===== src/rtl/fwd_hazard_unit.sv =====
// ----------------------------------------------------------------------------
// fwd_hazard_unit
//
// Operand forwarding, pipeline stall generation and multi-cycle unit (MDU)
// tracking for an in-order pipeline.
//
// Parameters
//   AW       register-address width
//   NRD      number of source-operand ports (port k at bits [k*AW +: AW])
//   MDU_LAT  MDU latency from issue to write-back, legal range 2..15
//   CNT_W    width of the saturating stall counter
//
// Ports
//   clk, rst_n        clock; synchronous active-low reset
//   id_rs_flat        source registers of the instruction in ID
//   id_mdu_op         ID instruction is an MDU op
//   ex_rs_flat        source registers of the instruction in EX
//   idex_rd           EX destination register
//   idex_memread      EX instruction is a load
//   mdu_issue         EX instruction starts an MDU op targeting idex_rd
//   exmem_rd/_regwrite, memwb_rd/_regwrite   later-stage write-back info
//   stat_clr          synchronous clear of stall_cnt
//   fwd_sel_flat      per-port operand source: 00 RF, 10 EXMEM, 01 MEMWB,
//                     11 MDU result
//   stall             hold PC/IFID, bubble into IDEX
//   mdu_busy          MDU op in flight
//   mdu_done          one-cycle MDU write-back pulse
//   mdu_rd_q          MDU destination register
//   mdu_err           sticky: issue attempted while busy
//   stall_cnt         saturating count of stall cycles
// ----------------------------------------------------------------------------
module fwd_hazard_unit #(
    parameter int unsigned AW      = 5,
    parameter int unsigned NRD     = 2,
    parameter int unsigned MDU_LAT = 4,
    parameter int unsigned CNT_W   = 16
) (
    input  logic                clk,
    input  logic                rst_n,
    input  logic [NRD*AW-1:0]   id_rs_flat,
    input  logic                id_mdu_op,
    input  logic [NRD*AW-1:0]   ex_rs_flat,
    input  logic [AW-1:0]       idex_rd,
    input  logic                idex_memread,
    input  logic                mdu_issue,
    input  logic [AW-1:0]       exmem_rd,
    input  logic                exmem_regwrite,
    input  logic [AW-1:0]       memwb_rd,
    input  logic                memwb_regwrite,
    input  logic                stat_clr,
    output logic [NRD*2-1:0]    fwd_sel_flat,
    output logic                stall,
    output logic                mdu_busy,
    output logic                mdu_done,
    output logic [AW-1:0]       mdu_rd_q,
    output logic                mdu_err,
    output logic [CNT_W-1:0]    stall_cnt
);

    // Reload value for the MDU down-counter; the counter is 4 bits wide,
    // which covers the full legal latency range.
    localparam logic [3:0] LAT_RELOAD = 4'(MDU_LAT - 1);

    typedef enum logic {
        IDLE = 1'b0,
        BUSY = 1'b1
    } mduState_t;

    mduState_t   state;
    mduState_t   stateNext;
    logic [3:0]  cnt;
    logic [3:0]  cntNext;
    logic [AW-1:0] rdNext;
    logic        doneNext;
    logic        errNext;

    // Per-port match vectors, kept as named signals for visibility.
    logic [NRD-1:0] exmemHit;
    logic [NRD-1:0] memwbHit;
    logic [NRD-1:0] mduHit;
    logic [NRD-1:0] idLoadHit;
    logic [NRD-1:0] idBusyHit;

    logic exmemValid;
    logic memwbValid;
    logic mduFwdValid;
    logic idexRdValid;
    logic mduRdValid;

    logic loadUse;
    logic issueRaw;
    logic busyRaw;
    logic structural;

    // ------------------------------------------------------------------
    // MDU tracker
    // ------------------------------------------------------------------
    assign mdu_busy = (state == BUSY);

    always_comb begin
        stateNext = state;
        cntNext   = cnt;
        rdNext    = mdu_rd_q;
        doneNext  = 1'b0;
        errNext   = mdu_err;

        case (state)
            IDLE: begin
                // Also covers the write-back cycle of a previous op, which
                // allows back-to-back issue.
                if (mdu_issue) begin
                    stateNext = BUSY;
                    cntNext   = LAT_RELOAD;
                    rdNext    = idex_rd;
                end
            end
            BUSY: begin
                // An issue while busy is dropped; only the error flag moves.
                if (mdu_issue) begin
                    errNext = 1'b1;
                end
                if (cnt > 4'd1) begin
                    cntNext = cnt - 4'd1;
                end else begin
                    stateNext = IDLE;
                    cntNext   = '0;
                    doneNext  = 1'b1;
                end
            end
            default: begin
                stateNext = IDLE;
                cntNext   = '0;
            end
        endcase
    end

    always_ff @(posedge clk) begin
        if (!rst_n) begin
            state    <= IDLE;
            cnt      <= '0;
            mdu_rd_q <= '0;
            mdu_done <= 1'b0;
            mdu_err  <= 1'b0;
        end else begin
            state    <= stateNext;
            cnt      <= cntNext;
            mdu_rd_q <= rdNext;
            mdu_done <= doneNext;
            mdu_err  <= errNext;
        end
    end

    // ------------------------------------------------------------------
    // Forwarding select (EX operands)
    // ------------------------------------------------------------------
    // Register 0 is hard-wired, so a zero destination never matches.
    assign exmemValid  = exmem_regwrite && (exmem_rd != '0);
    assign memwbValid  = memwb_regwrite && (memwb_rd != '0);
    assign mduFwdValid = mdu_done && (mdu_rd_q != '0);

    always_comb begin
        exmemHit     = '0;
        memwbHit     = '0;
        mduHit       = '0;
        fwd_sel_flat = '0;
        for (int unsigned k = 0; k < NRD; k++) begin
            exmemHit[k] = exmemValid  && (exmem_rd == ex_rs_flat[k*AW +: AW]);
            memwbHit[k] = memwbValid  && (memwb_rd == ex_rs_flat[k*AW +: AW]);
            mduHit[k]   = mduFwdValid && (mdu_rd_q == ex_rs_flat[k*AW +: AW]);
            if (!rst_n) begin
                fwd_sel_flat[k*2 +: 2] = 2'b00;
            end else if (exmemHit[k]) begin
                fwd_sel_flat[k*2 +: 2] = 2'b10;
            end else if (memwbHit[k]) begin
                fwd_sel_flat[k*2 +: 2] = 2'b01;
            end else if (mduHit[k]) begin
                fwd_sel_flat[k*2 +: 2] = 2'b11;
            end else begin
                fwd_sel_flat[k*2 +: 2] = 2'b00;
            end
        end
    end

    // ------------------------------------------------------------------
    // Stall generation (ID operands)
    // ------------------------------------------------------------------
    assign idexRdValid = (idex_rd != '0);
    assign mduRdValid  = (mdu_rd_q != '0);

    always_comb begin
        idLoadHit = '0;
        idBusyHit = '0;
        for (int unsigned k = 0; k < NRD; k++) begin
            idLoadHit[k] = idexRdValid && (idex_rd  == id_rs_flat[k*AW +: AW]);
            idBusyHit[k] = mduRdValid  && (mdu_rd_q == id_rs_flat[k*AW +: AW]);
        end
    end

    assign loadUse    = idex_memread && (|idLoadHit);
    assign issueRaw   = mdu_issue    && (|idLoadHit);
    assign busyRaw    = mdu_busy     && (|idBusyHit);
    assign structural = id_mdu_op    && (mdu_busy || mdu_issue);

    assign stall = rst_n && (loadUse || issueRaw || busyRaw || structural);

    // ------------------------------------------------------------------
    // Stall statistics
    // ------------------------------------------------------------------
    always_ff @(posedge clk) begin
        if (!rst_n || stat_clr) begin
            stall_cnt <= '0;
        end else if (stall && (stall_cnt != '1)) begin
            stall_cnt <= stall_cnt + CNT_W'(1);
        end
    end

endmodule


===== config.mk =====
export PLATFORM = sky130hd
export DESIGN_NAME = fwd_hazard_unit
export DESIGN_NICKNAME = d
export VERILOG_FILES = /design/src/rtl/fwd_hazard_unit.sv
export SDC_FILE = /design/constraint.sdc
export NUM_CORES = 1
export LEC_CHECK = 0
export CORE_MARGIN = 3
export CORE_UTILIZATION = 35
export DETAILED_ROUTE_END_ITERATION = 7
export GPL_TIMING_DRIVEN = 0
export PLACE_DENSITY = 0.59
export SYNTH_ARGS = -nofsm -noshare
export SYNTH_HDL_FRONTEND = slang
export SYNTH_SLANG_ARGS = --single-unit

===== constraint.sdc =====
create_clock -name clk -period 2.18 [get_ports clk]
set_input_delay 0.218 -clock clk [delete_from_list [all_inputs] [get_ports clk]]
set_output_delay 0.218 -clock clk [all_outputs]
set_load 0.1 [all_outputs]

==> metrics.cfg, run 1 <==
[finish]
final_util=0.553
seq_area_um2=607
area_growth_pct=48.0
layout.nets=388
fillers=560
diodes=0
multi_input_area_mm2=0.00172
fin_area_mm2=0.00337
drive_gt1_frac=0.208

[synthesis]
synth-edff-count=0
synthCells=266
yosysWarnings=0
seq_area_frac_synth=0.246
ys_ff_latch=28
synthesis.area_mm2=0.00228
postSynthAreaPerCell_um2=8.56
synth_flop_cell=dfxtp_1
synth_nets=312
postSynth.asyncResetShare=0
synthDistinctLibCells=46

[power]
power_mw=1.44
power_density_mw_per_mm2=427
vdd_drop_max_uv=272
leakage_nw=1.22

[grt]
grt_start_max_net_pins=17
grt_usage=0.176
grt_first_pass_wirelength_mm=10.6
grt_pass1_vias=2142
grt_overflow_total=0
antenna_found_initial=0

[sta]
skew_ns=0.00223
fmax_mhz=479
whs_ns=0.290
slew_headroom=0.348
rsz0062_at_grt=true
worstMarginPinSlew_ns=0.974
period_needed_ns=2.09
slew_viol_final=0
finalHoldViolCount=0
setup_viol=0
min_period_over_period=0.958

[floorplanning]
core_area_mm2=0.00610
die_h_um=86.7
num_rows=28
start_util=0.374
boundaryPins=72
die-area_mm2=0.00751
die_x_um=86.7

[setup_path]
slowest_stage=or4_4
ff2ff_path_depth=9
setup.worst_path.start_class=input pin
critPathMaxStageDelay_ns=0.56
cp.required_ns=1.96
path_max_fanout=3
worstPathArrival_ns=1.87
worstPathCellList=dlygate4sd2_1 > or4_4 > o21ai_4 > nor4_2 > nand2b_1 > a21boi_4 > buf_12
critPathKind=in -> out
end_kind=output port

[clocking]
cts_tree=done
clkSinkCount=28
hold_buffers=0
cts.htree.levels=1
path_clk_slew_ns=0.10
clock-root-buffer=clkbuf_8
insertion_delay_ns=0.28
ctsLongestPathBuffers=2
cts-buffers-inserted=3

[placement]
place_area_mm2=0.00315
io_buffer_count=70
place_congestion=0.824
dpl.hpwl_mm=5.00

[worst_hold_path]
min_path_cells=2
hp-class=in -> reg

[route]
dr_total_vias=2121
avgRoutedWirePerCell_um=15.7
drc_errors=0
ant_nets=0
vias_per_cell=5.10
dr.pass1.iters=4
wl_mm=6.54
initialDrtViolationCount=75

[status]
status=completed

[job]
max-cap-violations=0

## kinds of logic after synthesis
| kind of cell | after synthesis | synth area share |
|---|---|---|
| adder cells (fa/ha/maj) | 3 | 0.0165 |
| flip-flops | 28 | 0.246 |
| AO/OA/AOI/OAI | 41 | 0.155 |
| XOR/XNOR | 50 | 0.192 |
| buffers and inverters | 20 | 0.0467 |
| AND/OR/NAND/NOR | 104 | 0.255 |
| multiplexers | 20 | 0.0879 |
## synth_stat cells, types with 2 or more instances
| master | n | area (um2) |
|---|---|---|
| and3_1 | 3 | 18.8 |
| a21oi_1 | 8 | 40.0 |
| nand3_1 | 17 | 85.1 |
| a21boi_1 | 3 | 22.5 |
| nor2b_1 | 9 | 56.3 |
| a211oi_1 | 5 | 37.5 |
| nand4_1 | 2 | 12.5 |
| o21ai_0 | 7 | 35.0 |
| and2_1 | 2 | 12.5 |
| inv_1 | 5 | 18.8 |
| buf_6 | 3 | 33.8 |
| nand2_1 | 30 | 113 |
| nor4_1 | 4 | 25.0 |
| nand2b_1 | 15 | 93.8 |
| a21boi_0 | 3 | 22.5 |
| clkbuf_1 | 7 | 26.3 |
| nor2_1 | 6 | 22.5 |
| o22ai_2 | 2 | 25.0 |
| buf_2 | 3 | 15.0 |
| and4_1 | 2 | 17.5 |
| o211a_1 | 2 | 20.0 |
| mux2i_1 | 20 | 200 |
| nor3_1 | 4 | 20.0 |
| dfxtp_1 | 28 | 561 |
| xor2_1 | 12 | 105 |
| a2111oi_4 | 2 | 55.1 |
| or4_1 | 4 | 30.0 |
| ha_1 | 3 | 37.5 |
| xnor2_1 | 38 | 333 |
## area by class of cell
type | instances | area share
buffer | 14 | 0.0267
clock buffer | 4 | 0.0197
inverter | 5 | 0.00557
tap | 75 | 0.0278
timing repair buffer | 72 | 0.231
multi-input combinational | 218 | 0.509
sequential | 28 | 0.180
## layer usage
metal | track usage | wire (um)
met5 | 0 | 0
met4 | 0.0283 | 25
met3 | 0.0314 | 368
met2 | 0.284 | 2950
met1 | 0.249 | 3190
## flip-flops by register name, summed over array words and instances, names as in the netlist
| name | flops |
|---|---|
| mdu_busy | 1 |
| stall_cnt | 16 |
| mdu_rd_q | 5 |
| mdu_done | 1 |
| mdu_err | 1 |
| cnt | 4 |
## metrics by stage
step	setup TNS [ns]	setup WS, ns	std cells
global route	-0.0289	-0.0224	416
detailed placement	-7.43	-1.14	411
finish	0	0.0919	416
floorplan	-0.0449	-0.0449	266
global placement	-7.16	-1.12	411
CTS	0	0.00298	416
## worst max-delay path: cells and delay by family
| family | cells | cell delay, ns |
|---|---|---|
| and+or+nand+nor | 3 | 0.82 |
| buffers and inverters | 2 | 0.47 |
| AOI/OAI and AO/OA | 2 | 0.36 |
## placed cells by master (no fill, tap or decap), types with 9 or more instances in the layout
master	instances
clkdlybuf4s50_1	47
xnor2_1	38
nand2_1	28
mux2i_1	20
nand3_1	17
dfxtp_2	16
nand2b_1	15
xor2_1	12
dlymetal6s2s_1	11
nor2b_1	9
## power by group
part           internal [mW]  switching (mW)  total, mW  leakage (nW)
logic                  0.218           0.297      0.515         0.943
registers              0.526          0.0182      0.544         0.241
clock network          0.200           0.179      0.380        0.0339
total                  0.944           0.495       1.44          1.22
## path summary, 6_finish.rpt
kind / from / to / slack [ns]
hold reg to reg: stall_cnt[9] / stall_cnt[9] / 0.48
setup reg to reg: mdu_rd_q[3] / stall_cnt[10] / 0.13
hold / removal: mdu_issue / cnt[1] / 0.29
setup / recovery: memwb_rd[1] / fwd_sel_flat[3] / 0.09
## what timing repair did
item                                    4_1_cts  5_1_grt
cloned                                        0        0
pin swaps                                     1        8
gates resized for setup                      59       24
buffers inserted                              1        1
endpoints found under the setup margin        5       15
Power figures use the tool's default switching activity.
==> run 2: changes to the inputs <==
CORE_MARGIN = unset   (was 3)
==> metrics.cfg, run 2 (synthesized netlist as in run 1, its figures left out) <==
[grt]
grt_usage=0.188  ; +0.0120
grt_overflow_total=0  ; unchanged
grt_pass1_vias=2131  ; -0.51%
grt_start_max_net_pins=17  ; unchanged
grt_first_pass_wirelength_mm=10.0  ; -5.9%
antenna_found_initial=0  ; unchanged

[clocking]
hold_buffers=0  ; unchanged
path_clk_slew_ns=0.09  ; about the same
clock-root-buffer=clkbuf_8
cts.htree.levels=1  ; unchanged
clkSinkCount=28  ; unchanged
insertion_delay_ns=0.28  ; about the same
ctsLongestPathBuffers=2  ; unchanged
cts-buffers-inserted=3  ; unchanged
cts_tree=done

[sta]
period_needed_ns=2.10  ; +0.0106 ns
skew_ns=0.0108  ; +0.00854 ns
finalHoldViolCount=0  ; unchanged
slew_viol_final=0  ; unchanged
setup_viol=0  ; unchanged
worstMarginPinSlew_ns=0.986  ; +0.0116 ns
slew_headroom=0.341  ; -0.00775
min_period_over_period=0.963  ; +0.00485
rsz0062_at_grt=true
fmax_mhz=477  ; -0.50%

[finish]
drive_gt1_frac=0.214  ; +0.00587
mostFrequentLayoutCells=clkdlybuf4s50_1 (48), xnor2_1 (36), nand2_1 (28), mux2i_1 (20), nand3_1 (17)
largestRegisters=stall_cnt x16, mdu_rd_q x5, cnt x4
largest_reg_flops=16  ; unchanged
layout.nets=388  ; unchanged
largest_register=stall_cnt
diodes=0  ; unchanged
area_growth_pct=48.9
layout.cells.most_common=clkdlybuf4s50_1
fin_area_mm2=0.00339  ; +0.59%

[route]
avgRoutedWirePerCell_um=15.0  ; -4.3%
dr.pass1.iters=4  ; unchanged
ant_nets=0  ; unchanged
wl_mm=6.29  ; -3.9%
drc_errors=0  ; unchanged
initialDrtViolationCount=62  ; -17%
vias_per_cell=5.07  ; -0.57%
dr_total_vias=2119  ; -0.094%

[setup_path]
end_kind=output port
cp.required_ns=1.96  ; about the same
critPathKind=in -> out
worstPathArrival_ns=1.88  ; about the same
setup.worst_path.start_class=input pin
path_max_fanout=3  ; unchanged

[power]
power_switching_share=0.329  ; -0.0151
power_mw=1.48  ; +2.9%
leakage_nw=1.21  ; -0.43%
vdd_drop_max_uv=317  ; +16%
p_sw_mw=0.487  ; -1.6%
pwr-share-seq=0.366  ; -0.012
combPwrFrac=0.351  ; -0.007
power_density_mw_per_mm2=437  ; +2.3%
p_clk_frac=0.284  ; +0.020
internal_power_mw=0.993  ; +5.3%

[floorplanning]
die_x_um=82.7  ; -4.6%
num_rows=29  ; +3.6%
die-area_mm2=0.00683  ; -9.0%
boundaryPins=72  ; unchanged
core_area_mm2=0.00631  ; +3.6%
die_h_um=82.7  ; -4.6%
start_util=0.361  ; -0.0129

[placement]
place_congestion=0.742  ; -10%
dpl.hpwl_mm=4.77  ; -4.5%
io_buffer_count=70  ; unchanged
place_area_mm2=0.00316  ; about the same

[status]
status=completed

[worst_hold_path]
hp-class=in -> reg

[job]
max-cap-violations=0  ; unchanged

-- run 2: final timing paths --
| kind | start | endpoint | slack, ns | cells after the start |
|---|---|---|---|---|
| hold / removal | mdu_issue | cnt[1] | 0.31 | 2 |
| setup / recovery | ex_rs_flat[3] | fwd_sel_flat[1] | 0.08 | 7 |
| hold reg to reg | stall_cnt[9] | stall_cnt[9] | 0.48 | 2 |
| setup reg to reg | mdu_rd_q[4] | stall_cnt[8] | 0.15 | 9 |
-- run 2: final cells by class --
type / count / area [um2]
fill: 603 / 2920
multi-input combinational: 218 / 1730
timing repair buffer: 71 / 771
sequential: 28 / 607
tap: 77 / 96.3
buffer: 15 / 95.1
clock buffer: 3 / 41.3
clock inverter: 1 / 30.0
inverter: 5 / 18.8
-- run 2: per-layer routing --
metal / routed length (um) / global-route usage / vias to the layer above
li1: - / - / 1074
met1: 2890 / 0.235 / 993
met2: 3000 / 0.337 / 48
met3: 333 / 0.0231 / 4
met4: 63 / 0.0517 / 0
met5: 0 / 0 / -
-- run 2: power by group through the flow --
stage	Sequential [mW]	Combinational, mW	Clock (mW)
after detailed placement	0.553	0.495	0
after floorplan	0.635	0.241	0
after global placement	0.552	0.495	0
after CTS	0.541	0.500	0.434
final	0.541	0.519	0.420
after global routing	0.544	0.557	0.452
-- run 2: critical path, stage by stage --
cell,delay [ns]
clkdlybuf4s50_1,0.60
xnor2_2,0.14
nand3_1,0.13
nor4_4,0.30
nand2b_1,0.13
a21boi_4,0.17
buf_12,0.19
-- run 2: what timing repair did --
action,CTS,global route
gates cloned,0,0
setup buffers,1,0
hold endpoints to repair,0,0
gates resized for setup,55,29
pin swaps,0,8
endpoints found under the setup margin,5,13
-- run 2: metrics by stage --
stage                      util  TNS (ns)  std cells  hold slack [ns]  setup WS, ns
final                     0.537         0        418            0.312        0.0814
after global routing      0.537   -0.0334        418            0.326       -0.0124
after CTS                 0.519         0        418            0.305       0.00315
after detailed placement  0.500     -6.64        413            0.466         -1.09
after global placement    0.500     -6.66        413            0.458         -1.09
after floorplan               -   -0.0449        266            0.386       -0.0449
